==> src/rtl/pipeline_chain_pkg.sv <==
// Shared constants and helpers for the pipeline_chain block.
// Latency: n/a (package only).
// Backpressure: n/a (package only).
//
// Contents:
//   DEFAULT_WIDTH  - default payload width per stage
//   DEFAULT_STAGES - default number of register stages
//   occ_width()    - bits needed to count 0..stages valid entries
package pipeline_chain_pkg;

  localparam int DEFAULT_WIDTH  = 32;
  localparam int DEFAULT_STAGES = 4;

  // Occupancy must represent every value from 0 to stages inclusive.
  function automatic int occ_width(input int stages);
    return $clog2(stages + 1);
  endfunction

endpackage

==> src/rtl/pipeline_stage.sv <==
// One valid+data register of the chain with flush, hold (via load_i=0) and load.
// Latency: 1 cycle from load to valid_o/data_o.
// Backpressure: none internally; the caller drops load_i to freeze the stage.
//
// Ports:
//   clock, reset      - rising-edge clock, synchronous active-high reset
//   load_i            - stage is ready this cycle: capture valid_i/data_i
//   flush_i           - clear the stage; wins over load_i
//   valid_i, data_i   - incoming entry from the upstream side
//   valid_o, data_o   - registered entry
//   valid_nxt_o       - valid bit the stage will hold after this edge
module pipeline_stage
  import pipeline_chain_pkg::*;
#(
  parameter int WIDTH = DEFAULT_WIDTH
) (
  input  logic             clock,
  input  logic             reset,
  input  logic             load_i,
  input  logic             flush_i,
  input  logic             valid_i,
  input  logic [WIDTH-1:0] data_i,
  output logic             valid_o,
  output logic [WIDTH-1:0] data_o,
  output logic             valid_nxt_o
);

  logic             valid_q, valid_d;
  logic [WIDTH-1:0] data_q, data_d;

  always_comb begin
    valid_d = valid_q;
    data_d  = data_q;
    if (flush_i) begin
      valid_d = 1'b0;
      data_d  = '0;
    end else if (load_i) begin
      // Bubbles carry zero payload so stale data never lingers in a stage.
      valid_d = valid_i;
      data_d  = valid_i ? data_i : '0;
    end
  end

  always_ff @(posedge clock) begin
    if (reset) begin
      valid_q <= 1'b0;
      data_q  <= '0;
    end else begin
      valid_q <= valid_d;
      data_q  <= data_d;
    end
  end

  assign valid_o     = valid_q;
  assign data_o      = data_q;
  assign valid_nxt_o = valid_d;

endmodule

==> src/rtl/pipeline_chain.sv <==
// Register pipeline of STAGES valid+data stages with per-stage flush and hold.
// Latency: STAGES cycles from acceptance to out_valid; 1 entry/cycle throughput.
// Backpressure: ready ripples back from out_ready; in_ready is combinational.
//
// Build option: define PIPELINE_CHAIN_COLLAPSE_EN to let empty stages accept
// data behind a stall (bubble collapse). Without it the chain stalls in
// lockstep and bubbles are preserved.
//
// Ports:
//   clock, reset              - rising-edge clock, synchronous active-high reset
//   in_valid/in_data/in_ready - upstream handshake into stage 0
//   flush[i], hold[i]         - per-stage invalidate / freeze
//   out_valid/out_data/out_ready - downstream handshake from the last stage
//   stage_valid, stage_data   - per-stage visibility (stage i at [i*WIDTH +: WIDTH])
//   occupancy                 - registered count of valid stages
module pipeline_chain
  import pipeline_chain_pkg::*;
#(
  parameter int WIDTH  = DEFAULT_WIDTH,
  parameter int STAGES = DEFAULT_STAGES
) (
  input  logic                          clock,
  input  logic                          reset,
  input  logic                          in_valid,
  input  logic [WIDTH-1:0]              in_data,
  output logic                          in_ready,
  input  logic [STAGES-1:0]             flush,
  input  logic [STAGES-1:0]             hold,
  output logic                          out_valid,
  output logic [WIDTH-1:0]              out_data,
  input  logic                          out_ready,
  output logic [STAGES-1:0]             stage_valid,
  output logic [STAGES*WIDTH-1:0]       stage_data,
  output logic [occ_width(STAGES)-1:0]  occupancy
);

  localparam int OCC_W = occ_width(STAGES);

  logic [STAGES:0]       ready;
  logic [STAGES-1:0]     valid_vec;
  logic [STAGES-1:0]     valid_nxt;
  logic [STAGES*WIDTH-1:0] data_vec;
  logic [OCC_W-1:0]      occ_q, occ_d;

  // ready[i] means stage i may take a new entry this cycle.
  always_comb begin
    ready         = '0;
    ready[STAGES] = out_ready;
    for (int i = STAGES - 1; i >= 0; i--) begin
`ifdef PIPELINE_CHAIN_COLLAPSE_EN
      ready[i] = !hold[i] && (!valid_vec[i] || ready[i+1]);
`else
      ready[i] = !hold[i] && ready[i+1];
`endif
    end
  end

  for (genvar g = 0; g < STAGES; g++) begin : g_stage
    logic             up_valid;
    logic [WIDTH-1:0] up_data;

    if (g == 0) begin : g_head
      assign up_valid = in_valid;
      assign up_data  = in_data;
    end else begin : g_body
      // The upstream entry only moves forward when its stage lets go of it:
      // either it advances normally or it is being flushed out of that stage.
      // A held, unflushed upstream entry sends a bubble instead of a copy.
      assign up_valid = valid_vec[g-1] && (ready[g-1] || flush[g-1]);
      assign up_data  = data_vec[(g-1)*WIDTH +: WIDTH];
    end

    pipeline_stage #(
      .WIDTH (WIDTH)
    ) u_stage (
      .clock       (clock),
      .reset       (reset),
      .load_i      (ready[g]),
      .flush_i     (flush[g]),
      .valid_i     (up_valid),
      .data_i      (up_data),
      .valid_o     (valid_vec[g]),
      .data_o      (data_vec[g*WIDTH +: WIDTH]),
      .valid_nxt_o (valid_nxt[g])
    );
  end

  // Occupancy is registered from the next-state valid bits so it always
  // matches stage_valid after each edge.
  always_comb begin
    occ_d = '0;
    for (int i = 0; i < STAGES; i++) begin
      occ_d = occ_d + OCC_W'(valid_nxt[i]);
    end
  end

  always_ff @(posedge clock) begin
    if (reset) begin
      occ_q <= '0;
    end else begin
      occ_q <= occ_d;
    end
  end

  assign in_ready    = ready[0];
  assign out_valid   = valid_vec[STAGES-1];
  assign out_data    = data_vec[(STAGES-1)*WIDTH +: WIDTH];
  assign stage_valid = valid_vec;
  assign stage_data  = data_vec;
  assign occupancy   = occ_q;

endmodule

==> config.mk <==
export PLATFORM = sky130hd
export DESIGN_NAME = pipeline_chain
export DESIGN_NICKNAME = d
export VERILOG_FILES = /design/src/rtl/pipeline_chain_pkg.sv /design/src/rtl/pipeline_stage.sv /design/src/rtl/pipeline_chain.sv
export SDC_FILE = /design/constraint.sdc
export NUM_CORES = 1
export LEC_CHECK = 0
export ABC_AREA = 1
export CORE_ASPECT_RATIO = 0.8
export CORE_MARGIN = 1.5
export CORE_UTILIZATION = 39
export CTS_BUF_LIST = sky130_fd_sc_hd__clkbuf_8 sky130_fd_sc_hd__clkbuf_16
export CTS_CLUSTER_SIZE = 25
export DETAILED_ROUTE_END_ITERATION = 6
export GPL_TIMING_DRIVEN = 0
export PLACE_DENSITY = 0.76
export SETUP_SLACK_MARGIN = 0.5
export SYNTH_ARGS = -nofsm -noshare
export SYNTH_HDL_FRONTEND = slang
export SYNTH_SLANG_ARGS = --single-unit
==> constraint.sdc <==
create_clock -name clock -period 2.46 [get_ports clock]
set_clock_uncertainty 0.2 [all_clocks]
set_input_delay 0.492 -clock clock [delete_from_list [all_inputs] [get_ports clock]]
set_output_delay 0.492 -clock clock [all_outputs]
set_load 0.1 [all_outputs]
==> out/qor.txt <==
Critical-path top delay cell -> nor2_4
Final Hold Fails -> 0
Vias -> 5,465
Worst R2R Start -> g_stage[2].u_stage.valid_o
kind of critical path -> input pin to flop
# setup viols final -> 0
reg2reg end -> g_stage[3].u_stage.valid_o
CP startpoint kind -> input pin
DRT Pass-1 Iters -> 5
Peak VDD IR -> 0.491 mV
Clock Sink Count -> 135
Mapped Area -> 5430 um2
H-tree levels -> 4
global-route wire length before repair -> 27.6 mm
synth warn -> 0
leakage -> 3.72 nW
core area -> 13,600 um2
Routed WL per cell -> 15.7 um
CP max stage delay -> 0.16 ns
initial core utilization -> 0.400
layout cells sized above 1 -> 0.375
CTS tree -> yes
cts hold-fix bufs -> 0
initial detailed-routing violation count -> 301
Syn Inst Count -> 688
Via density -> 4.82
gr usage total -> 0.246
Clock Tree Buf Depth -> 2
worst path required time -> 2.60 ns
status -> finished, final reports clean
DRC Markers -> 0
Slew Limit Fails -> 0
post-DP HPWL -> 12.5 mm
maximum clock rate -> 471 MHz
CP dominant cell by count -> buf_4
port buffer count -> 210
worst-path maximum fanout -> 4
pwr dens -> 708 nW/um2
final wirelength -> 17.8 mm
vias in the first global route -> 5,150
Slew HR -> 0.585
Chip Height -> 108 um
Syn Nets -> 735
Final Net Count -> 987
die area -> 14,600 um2
Register-to-Register Path Depth -> 13
clock latency on the worst-skew pair -> 0.41 ns
clk slew on worst S/H paths -> 0.06 ns
CP Capture Type -> flop
largest net degree at the start of global routing -> 17
site row count -> 38
reg2reg setup slack -> 0.43 ns
worst min path class -> input pin to flop
RSZ-0062 raised after global routing -> true
count of cell types in the netlist -> 25
Arrival @ worst endpoint -> 2.26 ns
Finished Core Util -> 0.590
diodes inserted -> 0
crit path from -> hold[3]
Die W -> 135 um
area delta synth->final -> 47.5%
fin crit share -> 0.863
Seq/Total Area, Yosys -> 0.498
Root Buffer -> clkbuf_16
fin crit period -> 2.12 ns
syn avg cell area -> 7.89 um2
cells along the critical path -> buf_12, nor2_4, buf_6, nor2_1, nor2_2, nand2_2, buf_4, buf_4, buf_4, buf_4, buf_4, buf_4, buf_4, buf_4, buf_4, nor2_2
placer congestion estimate -> 0.805
Setup crit end -> g_stage[3].u_stage.valid_o
Slew @ Worst Pin -> 0.620 ns
initial antenna violation count -> 0
Hold Slack -> 0.0726 ns
total global routing overflow -> 0
number of synthesized register bits -> 135
# Max-Cap Violations -> 0
I/O pins -> 213
CTS Buf Count -> 17
ANT nets after route -> 0
synth_stat cells (all sizes together):
master / number / area (um2)
a21oi: 33 / 165
and2: 1 / 6.26
buf: 72 / 473
clkbuf: 12 / 45.0
clkinv: 1 / 3.75
dfxtp: 135 / 2700
fa: 1 / 20.0
ha: 2 / 25.0
inv: 49 / 184
nand2: 102 / 385
nand3: 4 / 25.0
nand4: 34 / 213
nor2: 109 / 427
o211ai: 2 / 15.0
o21a: 32 / 240
o21ai: 99 / 495
sequential cells by signal, summed over array words and instances, names as in the netlist:
name	flops
occupancy	3
g_stage.u_stage.data_o	128
g_stage.u_stage.valid_o	4
metrics by stage:
stage,worst slack (ns),instances,area [um2],power (mW),TNS (ns)
global placement,-1.52,1078,7850,3.07,-9.79
CTS,0.370,1130,7910,5.68,0
global route,0.270,1133,8000,5.84,0
floorplan,0.0566,688,5520,2.84,0
detailed placement,-1.53,1078,7850,3.08,-12.19
finish,0.336,1133,8000,5.66,0
worst max-delay path, delay by kind of cell:
family / cells / cell delay (ns)
buf+inv: 11 / 1.32
simple gates: 5 / 0.44
layout make-up:
cell class	count	area [um2]
fillers	1289	5550
flip-flops and latches	135	2750
multi-input cells	419	2080
inverters	50	216
well taps	180	225
plain buffers	84	538
clock buffers	18	439
repair buffers	233	1580
clock inverters	14	173
layout by cell type, fill, tap and decap left out, types with 2 or more instances in the layout:
cell type,count
dlygate4sd2_1,3
clkbuf_4,25
a21oi_1,33
nor2_1,104
inv_2,7
clkinvlp_4,4
nand2_2,2
o211ai_1,2
inv_1,39
bufinv_16,3
nor2_4,3
nand2_1,99
inv_6,3
clkdlybuf4s50_1,33
buf_12,2
nand4_1,34
dfxtp_1,101
nor2_2,2
buf_6,8
o21ai_0,56
nand3_2,2
clkinv_2,2
dfxtp_2,34
clkbuf_1,12
o21ai_1,43
clkbuf_16,17
buf_2,141
o21a_1,32
ha_4,2
clkinv_4,3
buf_1,3
buf_4,87
power by group:
part           internal, mW  total (mW)  switching, mW
sequential             2.22        2.25         0.0258
clock                  1.63        2.63          0.997
combinational         0.210       0.783          0.573
routing by layer:
| layer | wire (um) | track usage | up-vias |
|---|---|---|---|
| met5 | 0 | 0 | - |
| met4 | 263 | 0.0891 | 0 |
| met3 | 1420 | 0.0619 | 19 |
| met2 | 8280 | 0.395 | 186 |
| met1 | 7810 | 0.323 | 2541 |
| li1 | - | - | 2719 |
cell families after synthesis:
group	synth area share
AOI/OAI and AO/OA	0.169
adders and majority gates	0.00830
buffers and inverters	0.130
DFF	0.498
and+or+nand+nor	0.195
worst min-delay path by stage:
stage / to / cells after the start / slack, ns / startpoint
detailed placement: g_stage[0].u_stage.data_o[0] / 2 / 0.27 / g_stage[0].u_stage.data_o[0]
global placement: g_stage[0].u_stage.data_o[31] / 2 / 0.27 / g_stage[0].u_stage.data_o[31]
CTS: occupancy[2] / 2 / 0.06 / reset
finish: g_stage[3].u_stage.valid_o / 2 / 0.07 / reset
floorplan: g_stage[1].u_stage.valid_o / 2 / 0.29 / g_stage[1].u_stage.valid_o
global route: g_stage[3].u_stage.valid_o / 2 / 0.07 / reset
timing repair:
item                                    in CTS  in global routing
buffers inserted                            20                  3
pin swaps                                   16                 10
resized for setup                          920                 33
endpoints found under the setup margin     295                 32
cloned                                       0                  0
endpoints found under the hold margin        0                  0
No activity file was read; power rests on OpenSTA's default activity.
==> variant 1: new RTL, config.mk and constraints unchanged <==
Build with the macro `PIPELINE_CHAIN_COLLAPSE_EN` defined.
--- a/src/rtl/pipeline_chain.sv
+++ b/src/rtl/pipeline_chain.sv
@@ -15,2 +15,4 @@
 //   occupancy                 - registered count of valid stages
+`define PIPELINE_CHAIN_COLLAPSE_EN
+
 module pipeline_chain
Check against the original RTL: not equivalent (a bounded check fails within 4 cycles, from zero or initial values and one cycle with reset high).
==> variant 1 against the unedited design <==
- the run now ends with setup timing left
- power decreased by 4.0%
- clock power decreased by 5%
- sequential cell count unchanged
- die area decreased by 4.8%
- non-clock buffer count decreased by 11
- sequential share of layout area increased by 0.30 points
- design area decreased by 0.77%
- setup slack got worse by 0.41 ns
- worst hold slack improved by 0.16 ns
- cell count decreased by 5.6%
- first-iteration DRC count decreased by 26%
- routed wire length decreased by 8.1%
- synthesized cell count decreased by 8.3%
- area after synthesis decreased by 4.9%
- largest power group unchanged
==> variant 1: results (changes against the unedited design) <==
Setup path
  – CP max stage delay: 0.55 ns (+0.39 ns)
  – Worst Path Max Fanout: 5 (+1)

GRT
  – Vias in the first global route: 4738 (-8.0%)
  – Gr usage total: 23.5% (-1.2 points)

Synth
  – Compound-Gate Fraction of Synth Area: 7.38% (-9.5 points)
  – Top post-synthesis cells by area: dfxtp_1 52%, nor2_1 7.9%, nand2_1 7.8%

Placement
  – Placed Instances: 1017 (-5.7%)
  – Placement Cell Area: 7560 µm² (-3.7%)
  – Worst slack after detailed placement: -1.46 ns (+0.0775 ns)

Cells and area
  – Post-Layout Cell Count: 1070 (-5.6%)
  – Inverters: 21 (-58%)
  – Clock buffers: 19 (+1)
  – Non-clk bufs: 306 (-3.5%)
  – Nets: 929 (-5.9%)

STA
  – Setup TNS: -0.112 ns (-0.112 ns)
  – Worst Slack Setup Final: -0.0784 ns (-0.415 ns)
  – Hold_ws: 0.236 ns (+0.164 ns)
  – Slew margin rel.: 54.5% (-4.0 points)
  – Final Setup Violations: 3 (+3)

Power
  – Max rail drop VDD: 444 µV (-9.5%)

Routing
  – Initial drt markers: 222 (-26%)
  – Wl on met1: 7360 µm (-5.8%)
  – DR WL met3: 1280 µm (-9.9%)
  – First drt pass iteration count: 4 (-1)

Run status
  – Status: finished, violations left
  – Failing checks: setup timing
-- variant 1: where the power goes --
part           leakage (nW)  switching [mW]  total, mW  internal (mW)
sequential             1.11          0.0246       2.24           2.22
clock                 0.288           0.959       2.50           1.54
combinational          2.29           0.479      0.697          0.218
-- variant 1: kinds of logic (layout without fill, tap and decap cells) --
group | Yosys count | count (layout)
simple gates | 294 | 294
flops | 135 | 135
buf+inv | 95 | 359
compound gates | 76 | 76
mux | 28 | 28
fa+ha+maj | 3 | 3
-- variant 1: worst max-delay path by stage --
stage	endpoint	slack (ns)
finish	occupancy[1]	-0.08
global route	occupancy[1]	-0.14
CTS	occupancy[1]	-0.03
detailed placement	in_ready	-1.46
global placement	in_ready	-1.44
floorplan	occupancy[1]	-0.29
-- variant 1: timing repair --
action,4_1_cts,5_1_grt
gates resized for setup,921,81
pin swaps,10,8
setup endpoints to repair,301,111
setup buffers,7,10
cloned,0,4
endpoints found under the hold margin,0,0
==> variant 2: new RTL, same settings <==
Without the edit above. Make the reset (`reset`) asynchronous in 2 clocked blocks. Comments in the files are not updated.
--- a/src/rtl/pipeline_stage.sv
+++ b/src/rtl/pipeline_stage.sv
@@ -43,3 +43,3 @@
 
-  always_ff @(posedge clock) begin
+  always_ff @(posedge clock or posedge reset) begin
     if (reset) begin
--- a/src/rtl/pipeline_chain.sv
+++ b/src/rtl/pipeline_chain.sv
@@ -96,3 +96,3 @@
 
-  always_ff @(posedge clock) begin
+  always_ff @(posedge clock or posedge reset) begin
     if (reset) begin
Check against the original RTL: differs if reset is asserted again (counterexample within 4 cycles, from zero or initial values and one cycle with reset high); with reset held inactive, the same outputs for 4 cycles.
==> variant 2 against the unedited design <==
- the run now ends with DRC left
- area after synthesis up 7.0%
- design area increased by 6.1%
- core utilization is 0.074 points lower
- sequential cell count did not move
- setup slack got worse by 0.057 ns
- routed wire length is 2.9% lower
Power is not compared: it rests on default switching activity, and its combinational part moved more than twofold at a synthesized area within 25%.
==> variant 2: results (changes against the unedited design) <==
Run status
  – Status: finished, violations left
  – Failing checks: DRC

Placement
  – Placer Congestion: 0.795 (-1.3%)
  – Port Buffer Count: 212 (+0.95%)
  – Worst slack after detailed placement: -1.15 ns (+0.385 ns)

Routing
  – Initial drt markers: 370 (+23%)
  – Routed Wire Length: 17300 µm (-2.9%)
  – Via count: 5099 (-6.7%)
  – DRC: 15 (+15)
  – First drt pass iteration count: 7 (+2)

Cells and area
  – Fraction of area in multi-input gates: 19.0% (-7.0 points)
  – Inverters: 109 (+120%)
  – Comb_multi_in: 314 (-25%)
  – Nets: 934 (-5.4%)
  – Share of post-route cells with drive strength above 1: 35.4% (-2.0 points)
  – # fillers: 1350 (+4.7%)
  – Sequential Area: 3380 µm² (+23%)

Setup path
  – Worst EP arrival: 2.28 ns (+0.02 ns)
  – Worst Path Max Fanout: 3 (-1)
  – Worst setup endpoint: occupancy[1]
  – CP max stage cell: fa_1
  – Reg2reg path depth: 7 (-6)
  – CP max stage delay: 0.56 ns (+0.40 ns)
  – R2r setup slk: 0.33 ns (-0.10 ns)

GRT
  – Gr usage total: 22.8% (-1.8 points)
  – Global-route wire length before repair: 27700 µm (+0.37%)

Synth
  – Compound-Gate Fraction of Synth Area: 9.36% (-7.5 points)
  – Seq/Total Area, Yosys: 58.2% (+8.4 points)
  – Main synth FF type: dfrtp_1

STA
  – Hold_ws: 0.302 ns (+0.229 ns)
  – Slew margin rel.: 64.8% (+6.3 points)
  – Fmax: 459 MHz (-2.6%)

Die
  – Core Area: 14400 µm² (+6.2%)
## variant 2: power breakdown
part	leakage, nW	internal (mW)	switching (mW)	total [mW]
logic	2.18	0.123	0.196	0.319
registers	1.89	2.23	0.00211	2.23
clock network	0.263	1.42	0.991	2.41
## variant 2: stage by stage
stage / std cells / area, µm²
6_report: 1084 / 8490
5_1_grt: 1084 / 8490
4_1_cts: 1077 / 8350
3_5_place_dp: 1033 / 8270
3_3_place_gp: 1029 / 8190
2_1_floorplan: 633 / 5840
## variant 2: routing by layer
layer / up-vias / part of all wire (%) / track usage (%)
met2: 179 / 45 / 34.3
li1: 2512 / - / -
met5: - / 0 / 0
met1: 2389 / 46 / 31.5
met3: 19 / 7.6 / 6.70
met4: 0 / 1.6 / 8.16
## variant 2: repair_timing
item | in CTS | in global routing
pin swaps | 9 | 7
gates resized for setup | 960 | 36
buffers inserted | 12 | 7
endpoints found under the setup margin | 228 | 33
endpoints found under the hold margin | 0 | 0
hold buffers | 0 | 0
